--- config.mk ---
export PLATFORM = sky130hd
export DESIGN_NAME = alu_cmd_driver
export DESIGN_NICKNAME = d
export VERILOG_FILES = /design/src/rtl/alu_cmd_driver.sv
export SDC_FILE = /design/constraint.sdc
export NUM_CORES = 1
export LEC_CHECK = 0
export CAP_MARGIN = 30
export CORE_AREA = 8 8 125 127
export DETAILED_ROUTE_END_ITERATION = 10
export DIE_AREA = 0 0 133 135
export SLEW_MARGIN = 20
export SYNTH_ARGS = -nofsm -noshare
export SYNTH_HDL_FRONTEND = slang
export SYNTH_SLANG_ARGS = --single-unit
--- constraint.sdc ---
create_clock -name clk -period 3.75 [get_ports clk]
set_input_delay 0.75 -clock clk [delete_from_list [all_inputs] [get_ports clk]]
set_output_delay 0.75 -clock clk [all_outputs]
set_load 0.01 [all_outputs]
--- src/rtl/alu_cmd_driver.sv ---
// alu_cmd_driver: accepts ALU commands, drives the ALU, captures and checks its result.
// Latency: accept at edge N, result captured (rsp_valid high) at edge N+1+ALU_LATENCY.
// Backpressure: one command outstanding; cmd_ready low until the response handshakes.
//
// Ports:
//   clk, rst                       clock, synchronous active-high reset
//   cmd_valid/ready, cmd_op/a/b    command stream in
//   alu_opcode/a/b, alu_result     registered ALU drive, ALU result in
//   rsp_valid/ready                response stream out
//   rsp_result/expected/mismatch   captured result, model result, compare flag
//   cmd_count, err_count           saturating accept / mismatch counters
module alu_cmd_driver #(
    parameter int ALU_LATENCY = 1
) (
    input  logic        clk,
    input  logic        rst,
    input  logic        cmd_valid,
    output logic        cmd_ready,
    input  logic [3:0]  cmd_op,
    input  logic [7:0]  cmd_a,
    input  logic [7:0]  cmd_b,
    output logic [3:0]  alu_opcode,
    output logic [7:0]  alu_a,
    output logic [7:0]  alu_b,
    input  logic [8:0]  alu_result,
    output logic        rsp_valid,
    input  logic        rsp_ready,
    output logic [8:0]  rsp_result,
    output logic [8:0]  rsp_expected,
    output logic        rsp_mismatch,
    output logic [15:0] cmd_count,
    output logic [15:0] err_count
);

    typedef enum logic [1:0] {
        IDLE = 2'd0,
        WAIT = 2'd1,
        RESP = 2'd2
    } state_t;

    // Counter only needs to reach ALU_LATENCY.
    localparam int CW = (ALU_LATENCY < 1) ? 1 : $clog2(ALU_LATENCY + 1);

    state_t          state_q, state_d;
    logic [CW-1:0]   wait_cnt_q, wait_cnt_d;
    logic [3:0]      opcode_q, opcode_d;
    logic [7:0]      a_q, a_d;
    logic [7:0]      b_q, b_d;
    logic [8:0]      result_q, result_d;
    logic [8:0]      expected_q, expected_d;
    logic            mismatch_q, mismatch_d;
    logic [15:0]     cmd_count_q, cmd_count_d;
    logic [15:0]     err_count_q, err_count_d;

    // Reference model; operands zero-extended so SUB wraps mod 512.
    function automatic logic [8:0] model(input logic [3:0] op,
                                         input logic [7:0] a,
                                         input logic [7:0] b);
        logic [8:0] ax;
        logic [8:0] bx;
        ax = {1'b0, a};
        bx = {1'b0, b};
        case (op)
            4'b0000: model = ax + bx;
            4'b0001: model = ax - bx;
            4'b0010: model = ax & bx;
            4'b0011: model = ax | bx;
            4'b0100: model = ax ^ bx;
            default: model = 9'h000;
        endcase
    endfunction

    always_comb begin
        state_d     = state_q;
        wait_cnt_d  = wait_cnt_q;
        opcode_d    = opcode_q;
        a_d         = a_q;
        b_d         = b_q;
        result_d    = result_q;
        expected_d  = expected_q;
        mismatch_d  = mismatch_q;
        cmd_count_d = cmd_count_q;
        err_count_d = err_count_q;

        case (state_q)
            IDLE: begin
                if (cmd_valid) begin
                    opcode_d   = cmd_op;
                    a_d        = cmd_a;
                    b_d        = cmd_b;
                    expected_d = model(cmd_op, cmd_a, cmd_b);
                    wait_cnt_d = '0;
                    if (cmd_count_q != 16'hFFFF) begin
                        cmd_count_d = cmd_count_q + 16'd1;
                    end
                    state_d = WAIT;
                end
            end
            WAIT: begin
                // First WAIT edge is the ALU sampling edge; the result is
                // stable ALU_LATENCY edges after that.
                if (wait_cnt_q == CW'(ALU_LATENCY)) begin
                    result_d   = alu_result;
                    mismatch_d = (alu_result != expected_q);
                    if ((alu_result != expected_q) && (err_count_q != 16'hFFFF)) begin
                        err_count_d = err_count_q + 16'd1;
                    end
                    state_d = RESP;
                end else begin
                    wait_cnt_d = wait_cnt_q + 1'b1;
                end
            end
            RESP: begin
                if (rsp_ready) begin
                    state_d = IDLE;
                end
            end
            default: state_d = IDLE;
        endcase
    end

    always_ff @(posedge clk) begin
        if (rst) begin
            state_q     <= IDLE;
            wait_cnt_q  <= '0;
            opcode_q    <= 4'h0;
            a_q         <= 8'h00;
            b_q         <= 8'h00;
            result_q    <= 9'h000;
            expected_q  <= 9'h000;
            mismatch_q  <= 1'b0;
            cmd_count_q <= 16'h0000;
            err_count_q <= 16'h0000;
        end else begin
            state_q     <= state_d;
            wait_cnt_q  <= wait_cnt_d;
            opcode_q    <= opcode_d;
            a_q         <= a_d;
            b_q         <= b_d;
            result_q    <= result_d;
            expected_q  <= expected_d;
            mismatch_q  <= mismatch_d;
            cmd_count_q <= cmd_count_d;
            err_count_q <= err_count_d;
        end
    end

    assign cmd_ready    = (state_q == IDLE);
    assign rsp_valid    = (state_q == RESP);
    assign alu_opcode   = opcode_q;
    assign alu_a        = a_q;
    assign alu_b        = b_q;
    assign rsp_result   = result_q;
    assign rsp_expected = expected_q;
    assign rsp_mismatch = mismatch_q;
    assign cmd_count    = cmd_count_q;
    assign err_count    = err_count_q;

endmodule

Word-level counts from Yosys, hierarchy flattened. Index checks and enable logic that the tools add are counted.

Output and inout port bits: 73. Logic and storage cells: 48. Input port bits: 33. Bits in registers: 74.

Add/subtract/negate cells: 5. Reduce and logical (&&, ||, !) cells: 10. Mux-type cells: 8. Equal/unequal tests: 12. Bitwise gates (word level): 3.

Operator list (number): $pmux W9 S5 (1); $add A16 B1 Y16 const B (2); $ne A16 B16 Y1 const B (2); $add A8 B8 Y9 (1); $ne A9 B9 Y1 (1); $reduce_and A3 Y1 (3); $sub A8 B8 Y9 (1); $and A8 B8 Y8 (1); $eq A4 B2 Y1 const B (2); $or A8 B8 Y8 (1); $xor A8 B8 Y8 (1); $mux W2 (3); $pmux W2 S3 (1); $reduce_and A2 Y1 (3); $eq A4 B1 Y1 const B (1); $eq A4 B3 Y1 const B (1); $logic_not A4 Y1 (1); $ne A2 B2 Y1 const B (2); $eq A2 B1 Y1 const B (1); $eq A2 B2 Y1 const B (1); $logic_not A2 Y1 (1); $mux W1 (2); $ne A2 B1 Y1 const B (1); $pmux W1 S2 (1); other kinds (3) (3).

Longest topological paths before layout. Gate-level depths: netlist of the first run.

Depth after elaboration: 3. Mapped depth: 12. Mapped depth without buffers: 12.

Worst setup path before layout of the first run. Ideal clock, no wire load.

Path kind: input-to-reg. Start: input port cmd_op[2]. End: register expected_q[7] (netlist: rsp_expected[7]). Library setup time: 129 ps. Data arrival time: 3084 ps. Setup slack: 537 ps. Stages: 11. Required time: 3621 ps. Buffers on the path: 1. Cells stage by stage: clkbuf_1 -> nor4b_2 -> mux2i_1 -> ha_1 -> nor2b_1 -> o31a_1 -> o211ai_1 -> nand3b_1 -> a21oi_1 -> xor2_1 -> o22ai_1.

Word-level cells in the longest chain between the ends: 2. Elaborated cells on any way between the ends: 6. Those cells by class: eq/ne (4); mux (1); reduce/logical (1).

Ends and longest elaborated chain: start, declared (line 19) `input logic [3:0] cmd_op,`; $eq A4 B3 Y1 (tied with other cells) (line 63) `case (op)`; $pmux W9 S5 * (line 63); end signal, assigned (line 141) `expected_q <= expected_d;`; end, declared (line 50) `logic [8:0] expected_q, expected_d;`.

Mark *: on every way between the ends. The rest lies on a longest branch, timed or not. A chain may end at the register's enable or synchronous reset.

Final worst setup path of the first run.
Start: input port cmd_op[1]. End: register expected_q[7] (netlist: rsp_expected[7]).

The elaborated chain is that of the path after synthesis.

==> impl_metrics.py, run 1 <==
metrics = {
    "status": {
        "status": "finished clean",
    },
    "final_layout": {
        "area_growth_pct": 39.5,
        "fill_cells": 1376,
        "nets": 656,
        "drive_gt1_share_pct": 5.68,
        "n_antenna_cell": 0,
    },
    "floorplan": {
        "num_rows": 43,
        "start_util_pct": 29.3,
        "die_x_um": 133,
        "core_area_um2": 13600,
        "fp.dieH_um": 135,
        "io-pin-count": 106,
        "die-area_um2": 18000,
    },
    "clocking": {
        "cts_tree": "yes",
        "clk_path_buf_depth": 2,
        "post_cts_buffers": 0,
        "clk_latency_ns": 0.34,
        "numCtsBuffers": 9,
        "clkSinkCount": 74,
        "cts_root_buffer": "clkbuf_16",
        "cts_resized": 0,
        "clkTransAtPathRegs_ns": 0.06,
        "cts.htree.levels": 3,
        "ctsHoldBuffers": 0,
    },
    "synth": {
        "synth_edf_count": 0,
        "synthDominantCellAreaShare_pct": 37.1,
        "synth_area_um2": 3990,
        "synth_cell_types": 49,
        "syn-num-nets": 552,
        "synthArstFlopShare_pct": 0,
        "avgSynthCellArea_um2": 8.12,
        "synth_flop_cell": "dfxtp_1",
        "synth_seq_cells": 74,
        "syn_inst": 491,
        "synth_area_leaders": "dfxtp_1, ha_1, nand2_1",
        "seq_area_frac_synth_pct": 37.1,
        "yosys_warnings": 0,
        "yosys.area.top_type": "dfxtp_1",
    },
    "timing": {
        "worst_pin_slew_ns": 0.554,
        "drv_slew": 0,
        "period_share_pct": 87.2,
        "tns_ns": 0,
        "rsz0062_at_grt": "false",
        "finalSetupViolCount": 0,
        "relSlewSlack_pct": 62.9,
        "hold_violations": 0,
        "skew_ns": 0.00647,
        "fmax_mhz": 306,
        "fin_crit_ns": 3.27,
        "fin_hold_ws_ns": 0.452,
    },
    "power": {
        "power.switching_w": 0.000546,
        "cellLeakagePower_nw": 2.08,
        "internal_power_w": 0.00153,
        "vdd_ir_drop_max_uv": 173,
        "clkPwrFrac_pct": 42.5,
        "power.density_nw_per_um2": 374,
        "sw_frac_of_total_pct": 26.2,
        "seq_power_share_pct": 40.3,
        "total_power_w": 0.00208,
        "power_frac_comb_pct": 17.1,
    },
    "detailed_routing": {
        "ant_nets": 0,
        "wl_per_cell_um": 15.2,
        "num_vias": 3764,
        "drtPass1Iterations": 4,
        "via_per_inst": 4.83,
        "first_iter_violations": 174,
        "drcViolationCount": 0,
        "routed_wl_mm": 11.8,
    },
    "global_route": {
        "grt.overflow.total": 0,
        "grt_first_pass_wirelength_mm": 19.1,
        "antenna_found_initial": 0,
        "grt_max_degree": 51,
        "grt_pass1_vias": 3648,
        "grt_use_total_pct": 13.0,
    },
    "min_path": {
        "worstHoldPathType": "register to register",
    },
    "worst_setup_path": {
        "worst_ep_arrival_time_ns": 3.47,
        "crit_fanout": 7,
        "path_delay_family": "compound AO/OA/AOI/OAI gates",
        "end_kind": "register",
        "max_stage_delay_ns": 0.54,
        "crit_type": "input pin to register",
        "worst_path_max_delay_cell": "clkdlybuf4s50_1",
        "crit_buf_inv": 2,
        "crit_required_ns": 3.95,
        "startpoint_type": "input pin",
        "path_cells": "clkdlybuf4s50_1 -> nor4b_2 -> buf_4 -> nor2_1 -> xnor2_1 -> ha_1 -> o21a_1 -> o31a_1 -> o211ai_1 -> nand3b_1 -> a21oi_1 -> xor2_1 -> o22ai_1",
    },
    "placed_design": {
        "gp_congestion": 0.875,
        "numPortBuffers": 105,
        "dp_hpwl_mm": 9.14,
    },
    "flow_run": {
        "maxCapViolations": 0,
    },
}
==> routing by layer <==
layer	GRT usage [%]	vias to the layer above	share of wire (%)	wire length, um
li1	-	1874	-	-
met1	15.7	1773	45	5340
met2	21.4	102	46	5490
met3	3.45	15	6.3	747
met4	5.55	0	2.0	238
met5	0	-	0	0
==> worst min-delay path, stage by stage, from the launching register on <==
cell and delay [ns]:
dfxtp_1 0.30, nand2_1 0.05, a21oi_1 0.05
==> synthesized netlist by cell type, types with 12 or more instances <==
cell and number:
inv_1 22, nor3_1 13, a21oi_1 47, dfxtp_1 74
xnor2_1 20, nor2_1 53, nand3_1 14, nand4_1 12
clkbuf_1 18, ha_1 27, nand2_1 81, xor2_1 27
==> layout by cell type (no fill, tap or decap), types with 12 or more instances in the layout <==
cell type        netlist  routed
ha_1                  27      27
a21oi_1               47      47
dfxtp_1               74      74
inv_1                 22      22
xor2_1                27      27
nand3_1               14      14
nand2_1               81      81
nor2_1                53      53
clkdlybuf4s50_1        0     104
nand4_1               12      12
xnor2_1               20      20
nor3_1                13      13
==> power groups by stage <==
stage,clock network (W),registers (W),logic (W)
global placement,0,0.000855,0.000348
detailed placement,0,0.000857,0.000358
global route,0.000938,0.000843,0.000394
CTS,0.000907,0.000840,0.000360
finish,0.000885,0.000839,0.000356
floorplan,0,0.000864,0.000186
==> path summary, 6_finish.rpt <==
kind                      startpoint                            to  slack (ns)  cells past startpoint
min reg2reg    alu_a[2]$_SDFFE_PP0P_         alu_a[2]$_SDFFE_PP0P_        0.45                      2
max                        cmd_op[1]  rsp_expected[7]$_SDFFE_PP0P_        0.48                     13
max reg2reg  state_q[0]$_SDFFE_PP0P_    err_count[13]$_SDFFE_PP0P_        1.70                      7
min            alu_a[2]$_SDFFE_PP0P_         alu_a[2]$_SDFFE_PP0P_        0.45                      2
==> through the flow <==
stage               std cells  area (um2)  worst slack [ns]  util, %
finish                    779        5560             0.482     40.9
global route              779        5560             0.275     40.9
CTS                       779        5560             0.511     40.9
detailed placement        764        5260             0.168     38.6
global placement          763        5230             0.240     38.4
floorplan                 491        3990             0.537        -
==> area by class of cell <==
cell class | count | area [um2] | share of cell area, %
timing repair buffer | 114 | 1130 | 20.4
tap | 180 | 225 | 4.05
inverter | 22 | 82.6 | 1.48
sequential | 74 | 1480 | 26.6
clock buffer | 11 | 253 | 4.54
multi-input combinational | 374 | 2340 | 42.0
clock inverter | 4 | 51.3 | 0.922
==> cell families after synthesis <==
| kind of cell | after synthesis | share of synthesized area (%) |
|---|---|---|
| buf+inv | 43 | 4.30 |
| xor+xnor | 47 | 10.3 |
| mux | 5 | 1.25 |
| flops | 74 | 37.1 |
| simple gates | 213 | 25.9 |
| fa+ha+maj | 28 | 8.97 |
| compound gates | 81 | 12.1 |
==> state kept, by name (all words and copies together) (netlist names) <==
name	flops
alu_opcode	4
alu_a	8
alu_b	8
cmd_count	16
wait_cnt_q	1
rsp_mismatch	1
rsp_result	9
state_q	2
rsp_expected	9
err_count	16
No activity file was read; power rests on OpenSTA's default activity.
==> run 2: changes to the inputs <==
- CORE_AREA: 8 8 125 127 -> 8 8 100 102
- DIE_AREA: 0 0 133 135 -> 0 0 108 110
- PLACE_DENSITY: unset -> 0.79
==> impl_metrics.py, run 2 (same netlist as run 1, synthesis figures left out) <==
metrics = {
    "flow_run": {
        "maxCapViolations": 0,
    },
    "power": {
        "cellLeakagePower_nw": 2.05,
        "power.density_nw_per_um2": 348,
        "vdd_ir_drop_max_uv": 247,
    },
    "global_route": {
        "grt.overflow.total": 0,
        "grt_first_pass_wirelength_mm": 17.7,
        "grt_max_degree": 55,
        "antenna_found_initial": 0,
        "grt_use_total_pct": 18.3,
        "grt_pass1_vias": 3722,
    },
    "detailed_routing": {
        "drtPass1Iterations": 6,
        "dr.max_layer_used": "met4",
        "wl_met2_mm": 5.17,
        "wirelength_met1_mm": 4.67,
        "routed_wl_mm": 10.9,
        "first_iter_violations": 153,
        "ant_nets": 0,
        "met3_length_um": 931,
        "drcViolationCount": 0,
        "via_per_inst": 5.32,
        "num_vias": 3775,
        "wl_per_cell_um": 15.3,
    },
    "worst_setup_path": {
        "crit_fanout": 5,
        "worst_ep_arrival_time_ns": 3.33,
        "crit_type": "input pin to register",
        "end_kind": "register",
        "r2r_end": "err_count[9]$_SDFFE_PP0P_",
        "reg2regPathDepth": 7,
        "reg2reg_slack_ns": 1.72,
        "startpoint_type": "input pin",
        "crit_required_ns": 3.96,
        "r2r_start": "state_q[0]$_SDFFE_PP0P_",
    },
    "floorplan": {
        "fp.dieH_um": 110,
        "die-area_um2": 11900,
        "start_util_pct": 47.1,
        "num_rows": 34,
        "die_x_um": 108,
        "core_area_um2": 8470,
        "io-pin-count": 106,
    },
    "min_path": {
        "holdPathStages": 2,
        "worstHoldPathType": "register to register",
        "hold_start": "rsp_result[0]$_SDFFE_PP0P_",
        "whs_endpoint": "rsp_result[0]$_SDFFE_PP0P_",
    },
    "clocking": {
        "clk_latency_ns": 0.34,
        "cts_resized": 0,
        "cts_tree": "yes",
        "cts_root_buffer": "clkbuf_8",
        "cts.htree.levels": 3,
        "clkSinkCount": 74,
        "post_cts_buffers": 0,
        "numCtsBuffers": 9,
        "clk_path_buf_depth": 2,
        "clkTransAtPathRegs_ns": 0.08,
        "ctsHoldBuffers": 0,
    },
    "timing": {
        "drv_slew": 0,
        "tns_ns": 0,
        "fin_crit_ns": 3.12,
        "period_share_pct": 83.2,
        "hold_violations": 0,
        "finalSetupViolCount": 0,
        "rsz0062_at_grt": "false",
        "skew_ns": 0.0172,
        "fmax_mhz": 321,
        "relSlewSlack_pct": 66.0,
        "worst_pin_slew_ns": 0.509,
    },
    "final_layout": {
        "final_cell_mix": "clkdlybuf4s50_1, nand2_1, dfxtp_1",
        "final_common_cell": "clkdlybuf4s50_1",
        "area_growth_pct": 35.4,
        "nets": 657,
        "stdcell_count": 709,
        "drive_gt1_share_pct": 5.99,
        "n_antenna_cell": 0,
    },
    "placed_design": {
        "dp_cells": 692,
        "numPortBuffers": 105,
        "dp_hpwl_mm": 8.43,
        "gp_congestion": 0.906,
    },
    "status": {
        "status": "finished clean",
    },
}
run 2: final cells by class:
class,count,area (um2)
multi-input cells,374,2340
clock inverters,7,100
inverters,22,82.6
well taps,108,135
fillers,734,3070
flip-flops and latches,74,1480
clock buffers,9,124
repair buffers,115,1140
run 2: worst max path at each step:
stage	to	startpoint	cells after the start
after floorplan	rsp_expected[7]$_SDFFE_PP0P_	cmd_op[2]	11
after global placement	rsp_expected[7]$_SDFFE_PP0P_	cmd_b[0]	12
after detailed placement	rsp_expected[7]$_SDFFE_PP0P_	cmd_b[0]	12
after CTS	rsp_expected[7]$_SDFFE_PP0P_	cmd_b[0]	12
after global routing	rsp_expected[7]$_SDFFE_PP0P_	cmd_b[0]	12
final	rsp_expected[7]$_SDFFE_PP0P_	cmd_b[0]	12
run 2: report_power, final:
part / total (W) / internal [W] / switching [W]
Combinational: 0.000354 / 0.000171 / 0.000183
Clock: 0.000690 / 0.000381 / 0.000309
Sequential: 0.000837 / 0.000814 / 0.0000229
Total: 0.00188 / 0.00137 / 0.000515
run 2: through the flow:
stage	hold slack [ns]	setup slack, ns	utilization, %	power [W]	area (um2)
after floorplan	0.456	0.537	-	0.00105	3990
after global placement	0.442	0.337	60.7	0.00119	5140
after global routing	0.471	0.339	63.8	0.00197	5400
final	0.456	0.631	63.8	0.00188	5400
after detailed placement	0.446	0.260	60.9	0.00121	5160
after CTS	0.457	0.616	63.6	0.00190	5380
run 2: layer usage:
metal / up-vias / global-route usage (%)
met3: 10 / 5.99
met2: 134 / 31.7
met5: - / 0
met1: 1755 / 21.1
li1: 1876 / -
met4: 0 / 5.15
run 2: critical path: stages:
cell	delay, ns
clkdlybuf4s50_1	0.55
inv_1	0.10
ha_1	0.29
mux2i_1	0.24
ha_1	0.28
nor2b_1	0.14
o31a_1	0.28
o211ai_1	0.17
nand3b_1	0.09
a21oi_1	0.19
xor2_1	0.17
o22ai_1	0.08
==> run 3: changes to the inputs <==
- CORE_AREA: 8 8 100 102 -> 8 8 105 107
- DIE_AREA: 0 0 108 110 -> 0 0 113 115
- PLACE_DENSITY: 0.79 -> 0.75
- clock period: 3.75 -> 2.55 ns (I/O delays scaled with it)
==> impl_metrics.py, run 3 (same netlist as run 1, synthesis figures left out) <==
metrics = {
    "status": {
        "status": "finished clean",
    },
    "floorplan": {
        "die_x_um": 113,
        "die-area_um2": 13000,
        "num_rows": 36,
        "io-pin-count": 106,
        "start_util_pct": 42.2,
        "fp.dieH_um": 115,
        "core_area_um2": 9460,
    },
    "placed_design": {
        "dp_hpwl_mm": 8.96,
        "numPortBuffers": 105,
        "gp_congestion": 0.904,
        "dpl_cell_area_um2": 5390,
    },
    "clocking": {
        "cts_tree": "yes",
        "clk_path_buf_depth": 2,
        "clkSinkCount": 74,
        "cts.htree.levels": 3,
        "clk_latency_ns": 0.35,
        "cts_root_buffer": "clkbuf_8",
        "numCtsBuffers": 9,
        "clkTransAtPathRegs_ns": 0.08,
        "ctsHoldBuffers": 0,
    },
    "worst_setup_path": {
        "max_stage_delay_ns": 0.34,
        "crit_fanout": 3,
        "startpoint_type": "input pin",
        "path_cells": "buf_2 -> nor4b_4 -> mux2i_2 -> ha_1 -> nor2b_1 -> o31a_1 -> o211ai_1 -> nand3b_1 -> a21oi_2 -> xor2_1 -> o22ai_1",
        "crit_required_ns": 2.78,
        "worst_ep_arrival_time_ns": 2.73,
        "worst_path_max_delay_cell": "nor4b_4",
        "crit_type": "input pin to register",
        "end_kind": "register",
    },
    "detailed_routing": {
        "routed_wl_mm": 11.7,
        "ant_nets": 0,
        "num_vias": 3893,
        "wl_per_cell_um": 15.6,
        "via_per_inst": 5.20,
        "drtPass1Iterations": 5,
        "first_iter_violations": 146,
        "drcViolationCount": 0,
    },
    "timing": {
        "drv_slew": 0,
        "finalSetupViolCount": 0,
        "fin_hold_ws_ns": 0.459,
        "skew_ns": 0.00846,
        "tns_ns": 0,
        "worst_pin_slew_ns": 0.512,
        "fmax_mhz": 400,
        "hold_violations": 0,
        "fin_crit_ns": 2.50,
        "rsz0062_at_grt": "false",
        "relSlewSlack_pct": 65.9,
        "period_share_pct": 98.0,
    },
    "power": {
        "power_frac_comb_pct": 22.0,
        "cellLeakagePower_nw": 2.20,
        "internal_power_w": 0.00188,
        "power.switching_w": 0.000779,
        "sw_frac_of_total_pct": 29.3,
        "seq_power_share_pct": 46.4,
        "clkPwrFrac_pct": 31.6,
        "vdd_ir_drop_max_uv": 328,
        "power.density_nw_per_um2": 472,
    },
    "global_route": {
        "grt.overflow.total": 0,
        "grt_max_degree": 35,
        "grt_use_total_pct": 18.1,
        "grt_pass1_vias": 3889,
        "grt_first_pass_wirelength_mm": 19.0,
        "antenna_found_initial": 0,
    },
    "flow_run": {
        "maxCapViolations": 0,
    },
    "final_layout": {
        "final_cell_mix": "clkdlybuf4s50_1, nand2_1, dfxtp_1",
        "drive_gt1_share_pct": 13.1,
        "fill_cells": 849,
        "area_growth_pct": 41.2,
        "n_antenna_cell": 0,
        "fin_area_um2": 5630,
        "nets": 690,
        "final_common_cell": "clkdlybuf4s50_1",
    },
    "min_path": {
        "worstHoldPathType": "register to register",
    },
}
==> run 3: changes by cell type in the layout (fill, tap and decap cells not counted), sizes merged, moves of 2 or more <==
cell | before | now
clkdlybuf4s50 | 104 | 97
dlygate4sd2 | 0 | 2
bufinv | 2 | 0
clkbuf | 9 | 12
buf | 11 | 47
clkinvlp | 0 | 2
==> run 3: power by group through the flow <==
stage	registers (W)	clock network (W)	logic, W
floorplan	0.00127	0	0.000279
global placement	0.00126	0	0.000551
detailed placement	0.00126	0	0.000563
CTS	0.00123	0.000875	0.000579
global route	0.00124	0.000925	0.000645
finish	0.00123	0.000839	0.000585
==> run 3: per-layer routing <==
metal / GRT usage, % / wire [um]
met5: 0 / 0
met4: 7.19 / 117
met3: 5.83 / 769
met2: 30.3 / 5510
met1: 21.0 / 5290
==> run 3: critical path: cells and delay by family <==
| family | cells | cell delay [ns] |
|---|---|---|
| buffers and inverters | 1 | 0.13 |
| multiplexers | 1 | 0.29 |
| XOR/XNOR | 1 | 0.15 |
| AO/OA/AOI/OAI | 4 | 0.78 |
| adder cells (fa/ha/maj) | 1 | 0.26 |
| AND/OR/NAND/NOR | 3 | 0.61 |
==> run 3: worst paths after layout <==
check	startpoint	end	slack (ns)	cells after the start
worst max-delay path	cmd_op[2]	rsp_expected[7]$_SDFFE_PP0P_	0.05	11
worst min register to register	alu_a[5]$_SDFFE_PP0P_	alu_a[5]$_SDFFE_PP0P_	0.46	2
worst min-delay path	alu_a[5]$_SDFFE_PP0P_	alu_a[5]$_SDFFE_PP0P_	0.46	2
worst max register to register	state_q[0]$_SDFFE_PP0P_	err_count[13]$_SDFFE_PP0P_	0.54	7
==> run 3: timing repair <==
action                                  4_1_cts  5_1_grt
pin swaps                                     9       12
resized for setup                            15       17
hold endpoints to repair                      0        0
endpoints found under the setup margin        6        5
buffers inserted                              4        0
==> run 3: metrics by stage <==
step	utilization (%)	cells	setup WS (ns)	total power, W
floorplan	-	491	-0.216	0.00155
CTS	59.4	748	0.00594	0.00269
global placement	57.0	728	-0.541	0.00181
finish	59.6	748	0.0512	0.00266
global route	59.6	748	0.00399	0.00281
detailed placement	57.0	728	-0.655	0.00182
==> run 3: layout make-up <==
cell class | count | area [um2] | share of cell area, %
Clock buffer | 11 | 141 | 2.51
Clock inverter | 5 | 37.5 | 0.666
Inverter | 22 | 82.6 | 1.47
Multi-Input combinational cell | 374 | 2390 | 42.4
Sequential cell | 74 | 1480 | 26.3
Tap cell | 114 | 143 | 2.53
Timing Repair Buffer | 148 | 1360 | 24.1
